`src/rtl/regfile_pkg.sv`:
```
// Shared constants and types for the multi-port integer register file.
// Optional build macro: RF_BYPASS_EN (write-to-read forwarding).
package regfile_pkg;

  localparam int XLEN_DEF  = 64;
  localparam int DEPTH_DEF = 32;
  localparam int AW_DEF    = $clog2(DEPTH_DEF);

  typedef logic [AW_DEF-1:0]   reg_addr_t;
  typedef logic [XLEN_DEF-1:0] xlen_t;

  // x0 is hardwired to zero and can never be pending
  localparam reg_addr_t ZERO_REG = '0;

endpackage

```
`src/rtl/regfile_mp_if.sv`:
```
// Bundle of the register-file read, write and scoreboard signals.
// master = issue/writeback side, slave = register file.
interface regfile_mp_if #(
  parameter int XLEN   = 64,
  parameter int DEPTH  = 32,
  parameter int NUM_RD = 2,
  parameter int NUM_WR = 1,
  parameter int AW     = $clog2(DEPTH)
);
  logic [NUM_WR-1:0]           RegWrite;
  logic [NUM_WR-1:0][AW-1:0]   writereg;
  logic [NUM_WR-1:0][XLEN-1:0] writeData;
  logic [NUM_RD-1:0][AW-1:0]   readReg;
  logic [NUM_RD-1:0][XLEN-1:0] readData;
  logic                        alloc_en;
  logic [AW-1:0]               alloc_reg;
  logic [DEPTH-1:0]            pending;
  logic [NUM_RD-1:0]           rd_busy;

  modport master (
    output RegWrite, writereg, writeData, readReg, alloc_en, alloc_reg,
    input  readData, pending, rd_busy
  );

  modport slave (
    input  RegWrite, writereg, writeData, readReg, alloc_en, alloc_reg,
    output readData, pending, rd_busy
  );
endinterface

```
`src/rtl/regfile_mp_rf_wr_arbiter.sv`:
```
// Per-register write select across all write ports; the highest-indexed
// port targeting a register wins. Register 0 never sees a write enable.
module rf_wr_arbiter
  import regfile_pkg::*;
#(
  parameter int XLEN   = 64,
  parameter int DEPTH  = 32,
  parameter int NUM_WR = 1,
  parameter int AW     = $clog2(DEPTH)
) (
  input  logic [NUM_WR-1:0]           wr_en_i,
  input  logic [NUM_WR-1:0][AW-1:0]   wr_addr_i,
  input  logic [NUM_WR-1:0][XLEN-1:0] wr_data_i,
  output logic [DEPTH-1:0]            reg_we_o,
  output logic [DEPTH-1:0][XLEN-1:0]  reg_wdata_o
);

  // Later ports overwrite earlier matches, giving highest-index priority
  always_comb begin
    reg_we_o    = '0;
    reg_wdata_o = '0;
    for (int r = 0; r < DEPTH; r++) begin
      if (r != int'(ZERO_REG)) begin
        for (int w = 0; w < NUM_WR; w++) begin
          if (wr_en_i[w] && (wr_addr_i[w] == AW'(r))) begin
            reg_we_o[r]    = 1'b1;
            reg_wdata_o[r] = wr_data_i[w];
          end
        end
      end
    end
  end

endmodule

```
`src/rtl/regfile_mp.sv`:
```
// Multi-port integer register file with hardwired-zero x0, asynchronous
// reset and a per-register pending bit for issue stalling.
// Optional build macro: RF_BYPASS_EN forwards same-cycle writes to reads
// and masks rd_busy for forwarded operands.
module regfile_mp
  import regfile_pkg::*;
#(
  parameter int XLEN   = XLEN_DEF,
  parameter int DEPTH  = DEPTH_DEF,
  parameter int NUM_RD = 2,
  parameter int NUM_WR = 1,
  parameter int AW     = $clog2(DEPTH)
) (
  input logic         clk,
  input logic         rst,
  regfile_mp_if.slave rf
);

  localparam logic [AW-1:0] ZERO_ADDR = AW'(ZERO_REG);

  logic [XLEN-1:0]            rf_q [DEPTH];
  logic [DEPTH-1:0]           pending_q;
  logic [DEPTH-1:0]           pending_d;
  logic [DEPTH-1:0]           reg_we;
  logic [DEPTH-1:0][XLEN-1:0] reg_wdata;

  rf_wr_arbiter #(
    .XLEN   (XLEN),
    .DEPTH  (DEPTH),
    .NUM_WR (NUM_WR),
    .AW     (AW)
  ) u_wr_arb (
    .wr_en_i     (rf.RegWrite),
    .wr_addr_i   (rf.writereg),
    .wr_data_i   (rf.writeData),
    .reg_we_o    (reg_we),
    .reg_wdata_o (reg_wdata)
  );

  // Storage update; x0 is only ever loaded by reset so it stays zero
  always_ff @(posedge clk or posedge rst) begin
    if (rst) begin
      for (int i = 0; i < DEPTH; i++) rf_q[i] <= '0;
    end else begin
      for (int i = 1; i < DEPTH; i++) begin
        if (reg_we[i]) rf_q[i] <= reg_wdata[i];
      end
    end
  end

  // Writeback clears, then a same-cycle allocation sets (newer producer)
  always_comb begin
    pending_d = pending_q & ~reg_we;
    if (rf.alloc_en && (rf.alloc_reg != ZERO_ADDR)) pending_d[rf.alloc_reg] = 1'b1;
    pending_d[0] = 1'b0;
  end

  // Pending scoreboard register
  always_ff @(posedge clk or posedge rst) begin
    if (rst) pending_q <= '0;
    else     pending_q <= pending_d;
  end

  assign rf.pending = pending_q;

  // Combinational read ports
  for (genvar gi = 0; gi < NUM_RD; gi++) begin : g_rd
`ifdef RF_BYPASS_EN
    assign rf.readData[gi] = reg_we[rf.readReg[gi]] ? reg_wdata[rf.readReg[gi]]
                                                    : rf_q[rf.readReg[gi]];
    assign rf.rd_busy[gi]  = pending_q[rf.readReg[gi]] & ~reg_we[rf.readReg[gi]];
`else
    assign rf.readData[gi] = rf_q[rf.readReg[gi]];
    assign rf.rd_busy[gi]  = pending_q[rf.readReg[gi]];
`endif
  end

endmodule

```
`src/flat_wrapper.sv`:
```
// flat-port wrapper written by rule: the top's interface ports become plain ports
module regfile_mp_flat import regfile_pkg::*;
#(
  parameter int XLEN   = XLEN_DEF,
  parameter int DEPTH  = DEPTH_DEF,
  parameter int NUM_RD = 2,
  parameter int NUM_WR = 1,
  parameter int AW     = $clog2(DEPTH)
)
  (clk, rst, rf_RegWrite, rf_writereg, rf_writeData, rf_readReg, rf_alloc_en, rf_alloc_reg, rf_readData, rf_pending, rf_rd_busy);
  regfile_mp_if #(.XLEN(XLEN), .DEPTH(DEPTH), .NUM_RD(NUM_RD), .NUM_WR(NUM_WR), .AW(AW)) rf_i ();
  input logic clk;
  input logic rst;
  input wire logic [$bits(rf_i.RegWrite)-1:0] rf_RegWrite;
  input wire logic [$bits(rf_i.writereg)-1:0] rf_writereg;
  input wire logic [$bits(rf_i.writeData)-1:0] rf_writeData;
  input wire logic [$bits(rf_i.readReg)-1:0] rf_readReg;
  input wire logic [$bits(rf_i.alloc_en)-1:0] rf_alloc_en;
  input wire logic [$bits(rf_i.alloc_reg)-1:0] rf_alloc_reg;
  output wire logic [$bits(rf_i.readData)-1:0] rf_readData;
  output wire logic [$bits(rf_i.pending)-1:0] rf_pending;
  output wire logic [$bits(rf_i.rd_busy)-1:0] rf_rd_busy;
  assign rf_i.RegWrite = rf_RegWrite;
  assign rf_i.writereg = rf_writereg;
  assign rf_i.writeData = rf_writeData;
  assign rf_i.readReg = rf_readReg;
  assign rf_i.alloc_en = rf_alloc_en;
  assign rf_i.alloc_reg = rf_alloc_reg;
  assign rf_readData = rf_i.readData;
  assign rf_pending = rf_i.pending;
  assign rf_rd_busy = rf_i.rd_busy;
  regfile_mp #(.XLEN(XLEN), .DEPTH(DEPTH), .NUM_RD(NUM_RD), .NUM_WR(NUM_WR), .AW(AW)) u_core (.clk(clk), .rst(rst), .rf(rf_i));
endmodule
```
`config.mk`:
```
export PLATFORM = sky130hd
export DESIGN_NAME = regfile_mp_flat
export DESIGN_NICKNAME = d
export VERILOG_FILES = /design/src/rtl/regfile_pkg.sv /design/src/rtl/regfile_mp_if.sv /design/src/rtl/regfile_mp_rf_wr_arbiter.sv /design/src/rtl/regfile_mp.sv /design/src/flat_wrapper.sv
export SDC_FILE = /design/constraint.sdc
export NUM_CORES = 2
export LEC_CHECK = 0
export ABC_CLOCK_PERIOD_IN_PS = 173600
export CAP_MARGIN = 10
export CORE_ASPECT_RATIO = 0.75
export CORE_UTILIZATION = 60
export CTS_CLUSTER_DIAMETER = 200
export DETAILED_ROUTE_END_ITERATION = 12
export GPL_TIMING_DRIVEN = 0
export PLACE_DENSITY_LB_ADDON = 0.3
export SLEW_MARGIN = 30
export SYNTH_ARGS = -nofsm -noshare
export SYNTH_HDL_FRONTEND = slang
export SYNTH_SLANG_ARGS = --single-unit
```
`constraint.sdc`:
```
create_clock -name clk -period 173.6 [get_ports clk]
set_clock_uncertainty 0.1 [all_clocks]
set_input_delay 52.08 -clock clk [delete_from_list [all_inputs] [get_ports clk]]
set_output_delay 52.08 -clock clk [all_outputs]
set_load 0.1 [all_outputs]
```
Word level (Yosys, flattened, before mapping)
Index checks and enable logic that the tools add are counted.

word-level totals
  register bits = 2015
  bits in latches = 0
  RAM bits = 0
  ROM bits = 0
  input bits = 88
  output and inout port bits = 162
  word-level logic and storage cells = 183
  memories kept = 0

cells by class
  $add $sub $neg = 0
  multipliers = 0
  div/mod/pow operators = 0
  magnitude comparators = 6
  equal/unequal tests = 31
  shifts and indexed selects = 0
  multiplexer cells = 75
  bitwise logic cells = 5
  reduce and logical (&&, ||, !) cells = 34

operators with widths
  kind                                                                   count
  64-bit two-way mux                                                     35
  64-bit binary-select mux with 5-bit select                             2
  5-bit == test, second input constant                                   16
  5-bit by 4-bit == test with 1-bit output, second input constant        8
  1-bit two-way mux                                                      34
  1-bit logical AND                                                      33
  32-bit bitwise AND                                                     1
  32-bit two-way mux                                                     1
  32-bit inverter                                                        1
  32-bit OR                                                              1
  5-bit by 3-bit == test with 1-bit output, second input constant        4
  5-bit by 6-bit < comparator with 1-bit output, second input constant   3
  6-bit >= comparator, second input constant                             2
  5-bit inverter with 6-bit output                                       2
  1-bit binary-select mux with 5-bit select                              2
  5-bit by 2-bit == test with 1-bit output, second input constant        2
  1-bit demux with 5-bit select                                          1
  5-bit by 1-bit == test with 1-bit output, second input constant        1
  5-bit by 1-bit >= comparator with 1-bit output, second input constant  1
  5-bit nonzero test                                                     1

Longest topological paths before layout
  depth after elaboration = 7
  depth in mapped cells = 9
  gate-level depth less buffers = 4

By module
Synthesis repeated with hierarchy kept, for this count alone.

second synthesis, totals
  cell total of the unflattened synthesis = 9837
  area, all modules = 118124.5 um2

by module, submodules not included
  module         instances  cells an instance  area each (um2)  sequential area each (um2)
  regfile_mp     1          7139               106607.2         50423.4
  rf_wr_arbiter  1          2698               11517.3          0.0

Worst setup path before layout
No wires, ideal clock.

  path type = input -> output
  from = input port rf_readReg[5]
  to = output port rf_readData[76]
  arrival time = 55.465 ns
  required time = 121.420 ns
  setup slack = 65.955 ns
  stages on the path = 8
  path buffers = 5
  cell sequence = buf_4 -> buf_4 -> buf_4 -> buf_4 -> clkbuf_1 -> a22o_1 -> a211oi_1 -> o31ai_1

on the way
  cells in the longest elaborated chain, start to end = 4

ends and longest elaborated chain
  item                                                    line                RTL
  start: declaration                                      flat_wrapper.sv:17  input wire logic [$bits(rf_i.readReg)-1:0] rf_readReg;
  5-bit inverter with 6-bit output (not written as such)  regfile_mp.sv:73    assign rf.readData[gi] = rf_q[rf.readReg[gi]];
  64-bit binary-select mux with 5-bit select              regfile_mp.sv:73
  64-bit two-way mux (not written as such) (2 in a row)   regfile_mp.sv:73
  end: declaration                                        flat_wrapper.sv:20  output wire logic [$bits(rf_i.readData)-1:0] rf_readData;

Every way passes these cells. The select of a mux whose other input is x is not followed.

Final worst setup path
  from = input port rf_readReg[0]
  to = output port rf_readData[0]

The elaborated chain is that of the path after synthesis.

==> results.tsv <==
stage	metric	value	unit
floorplanning	overall die width	492	um
route	Pre-Repair DR Iteration Count	10	
cells_and_area	share of the core filled with cells in the final layout	68.3	%
pwr	pwr dens	12.1	mW/mm^2
placement	Detailed Place HPWL	281	mm
timing	count of final max-slew check failures	0	
global_route	global route overflow	0	
critical_path	element type at the critical path start	primary input	
critical_path	cell type group with the largest total delay on the critical path	buffers and inverters	
cells_and_area	Filler Cells Inserted	12038	
timing	Setup violations, final	0	
floorplanning	I/O pin total	250	
cells_and_area	most frequent standard cell in the layout excluding fill and tap cells	sky130_fd_sc_hd__dfrtp_1	
logic_synthesis	share of Yosys cell area claimed by the top area cell type	46.7	%
clocking	Clock H-tree levels	4	
clocking	later-pin clock latency in the skew report	0.87	ns
logic_synthesis	Most used DFF post-synth	sky130_fd_sc_hd__dfrtp_1	
clocking	post-cts resize count	0	
status	violated checks	DRC	
timing	slew at the pin closest to its max-slew limit	1.16	ns
global_route	first-pass GRT wire length	543	mm
logic_synthesis	count of unique library cells instantiated by Yosys	39	
critical_path	type of destination of the critical path	output port	
timing	Final Hold Slack	0.403	ns
critical_path	worst endpoint data arrival time	57.05	ns
floorplanning	Core Area	0.178	sq mm
clocking	post-CTS setup buffer count	0	
route	routed wire length per instance	36.6	um
cells_and_area	commonest non-fill, non-tap cells in the layout	sky130_fd_sc_hd__dfrtp_1, sky130_fd_sc_hd__mux2_2, sky130_fd_sc_hd__mux4_2, sky130_fd_sc_hd__clkbuf_1, sky130_fd_sc_hd__a22o_1	
critical_path	Crit path required time	121.42	ns
critical_path	setup slack of the worst register-to-register path	172.54	ns
status	outcome	complete, but fails checks	
timing	worst slew slack as a fraction of its limit	22.5	%
logic_synthesis	number of flops mapped to enable cells by yosys	0	
clocking	quantity of hold-fixing buffers added after cts	0	
critical_path	delay of the slowest critical-path stage	1.29	ns
global_route	gr usage total	42.0	%
logic_synthesis	number of nets in the synthesized netlist	7390	
floorplanning	number of standard-cell rows in the floorplan	134	
logic_synthesis	cell area after synthesis	0.108	sq mm
clocking	clock tree from TritonCTS	built	
route	routed wire length	381	mm
clocking	clock buffer depth	3	
floorplanning	initial core utilization	60.5	%
logic_synthesis	Synth area leaders	sky130_fd_sc_hd__dfrtp_1, sky130_fd_sc_hd__mux2_2, sky130_fd_sc_hd__mux4_2	
clocking	total number of clock tree sinks	2015	
route	DR iter-0 viols	10367	
route	number of vias after detailed routing	76413	
cells_and_area	cell area after layout	0.122	sq mm
global_route	number of global-route vias before repair	75364	
timing	fin crit period	109.23	ns
timing	final-layout setup total negative slack	0	ns
logic_synthesis	flops & latches, synth	2015	
critical_path	Setup Crit Path Kind	in -> out	
pwr	total leakage power	53.1	nW
clocking	number of buffers created by CTS	195	
floorplanning	Chip Height	369	um
critical_path	critical path, cell by cell	buf_4, buf_4, buf_4, buf_4, clkbuf_1, a22o_1, a211oi_1, o31ai_1, clkdlybuf4s50_1	
cells_and_area	total number of nets in the final design	7872	
timing	Final Hold Violating Endpoints	0	
critical_path	critical path fanouts, max	12	
global_route	pin count of the biggest net entering global routing	98	
placement	routability congestion estimate	1.04	
route	number of DRC violations after detailed routing	12	
cells_and_area	area delta synth->final	12.8	%
timing	highest clock frequency the design can meet	9.15	MHz
critical_path	CP dominant cell by count	sky130_fd_sc_hd__buf_4	
critical_path	worst path buffer plus inverter count	6	
cells_and_area	layout cells sized above 1	42.1	%
placement	placed instance area	0.115	sq mm
placement	buffers added on ports	238	
logic_synthesis	post-synthesis area per instance	14.8	sq um
logic_synthesis	count of warnings emitted by yosys	64	
route	Post-DRT Antenna Nets	0	
clocking	root buf cell	sky130_fd_sc_hd__clkbuf_16	
critical_path	cell with the largest stage delay on the worst path	sky130_fd_sc_hd__clkdlybuf4s50_1	
logic_synthesis	number of instances in the synthesized netlist	7302	
floorplanning	Die ar.	0.182	sq mm
timing	share of the clock period used by the worst path	62.9	%
timing	unrepaired setup endpoints after global routing	false	
global_route	antenna violations before repair	36	
min_path	Min-Delay Path Class	reg -> reg	
pwr	total power of the final layout	1.48	mW
clocking	clock slew at the register clock pins of the worst setup and hold paths	0.07	ns
logic_synthesis	cell taking the most area after synthesis	sky130_fd_sc_hd__dfrtp_1	
route	drt via density	7.36	
flow_run	number of max-cap violations	0	
pwr	maximum resistive drop on vdd	10.6	uV
logic_synthesis	async set-or-reset flop fraction in the synthesized netlist	100	%
logic_synthesis	portion of the post-synthesis area used by sequential elements	46.7	%
layer usage:
layer  vias to the layer above  share of wire [%]  track usage (%)
li1                      29400                  -                -
met1                     40476                 39             58.4
met2                      5567                 42             57.4
met3                       952                 15             17.4
met4                        18                4.9             19.0
met5                         -               0.11             1.27
final cells by class:
type                       instances  area [sq um]  share of cell area, %
inverter                          10          45.0                 0.0370
sequential                      2015         50400                   41.4
clock inverter                    86          1220                   1.00
buffer                           823          3890                   3.19
multi-input combinational       4454         53700                   44.1
clock buffer                     278          5700                   4.68
tap                             2380          2980                   2.45
timing repair buffer             285          3610                   2.97
antenna                           57           143                  0.117
final timing paths:
kind                                           startpoint                             end  cells past startpoint
setup / recovery                            rf_readReg[0]                  rf_readData[0]                      9
hold / removal              u_core.rf_q[1804]$_DFFE_PP0P_   u_core.rf_q[1804]$_DFFE_PP0P_                      1
setup reg to reg           u_core.rf.pending[4]$_DFF_PP0_  u_core.rf.pending[4]$_DFF_PP0_                      1
hold reg to reg             u_core.rf_q[1804]$_DFFE_PP0P_   u_core.rf_q[1804]$_DFFE_PP0P_                      1
max in group asynchronous                             rst   u_core.rf_q[1308]$_DFFE_PP0P_                      7
min in group asynchronous                             rst   u_core.rf_q[1076]$_DFFE_PP0P_                      2
kinds of logic after synthesis:
kind of cell    Yosys count  synth area share, %
buf+inv                 833                 3.57
flops                  2015                 46.7
compound gates          951                 6.56
mux                    3284                 41.9
simple gates            218                 1.23
other cells               1              0.00347
through the flow:
step                std cells  setup slack (ns)
finish                  10388             64.37
global route            10354             64.51
detailed placement       9966             64.64
global placement         9920             43.77
floorplan                7302             64.51
CTS                     10330             64.60
state kept, by name (all words and copies together), names as in the netlist:
register,flops
u_core.rf_q,1984
u_core.rf.pending,31
synthesized netlist by cell type (all sizes together), types with 4 or more instances:
library cell / number
mux2: 2114
nand2: 24
o21ai: 156
mux4: 780
buf: 377
inv: 10
dfrtp: 2015
and2: 132
nand2b: 7
nor3: 9
nor2: 18
o31ai: 130
nor2b: 8
nor3b: 4
a22o: 399
nand3b: 4
clkbuf: 446
mux2i: 390
o22ai: 133
a211oi: 130
power breakdown:
part	internal [mW]	leakage (nW)	switching [mW]	total, mW
clock	0.270	3.42	0.196	0.466
sequential	0.562	25.7	0.0745	0.636
combinational	0.180	23.9	0.193	0.373
No activity file was read; power rests on OpenSTA's default activity.
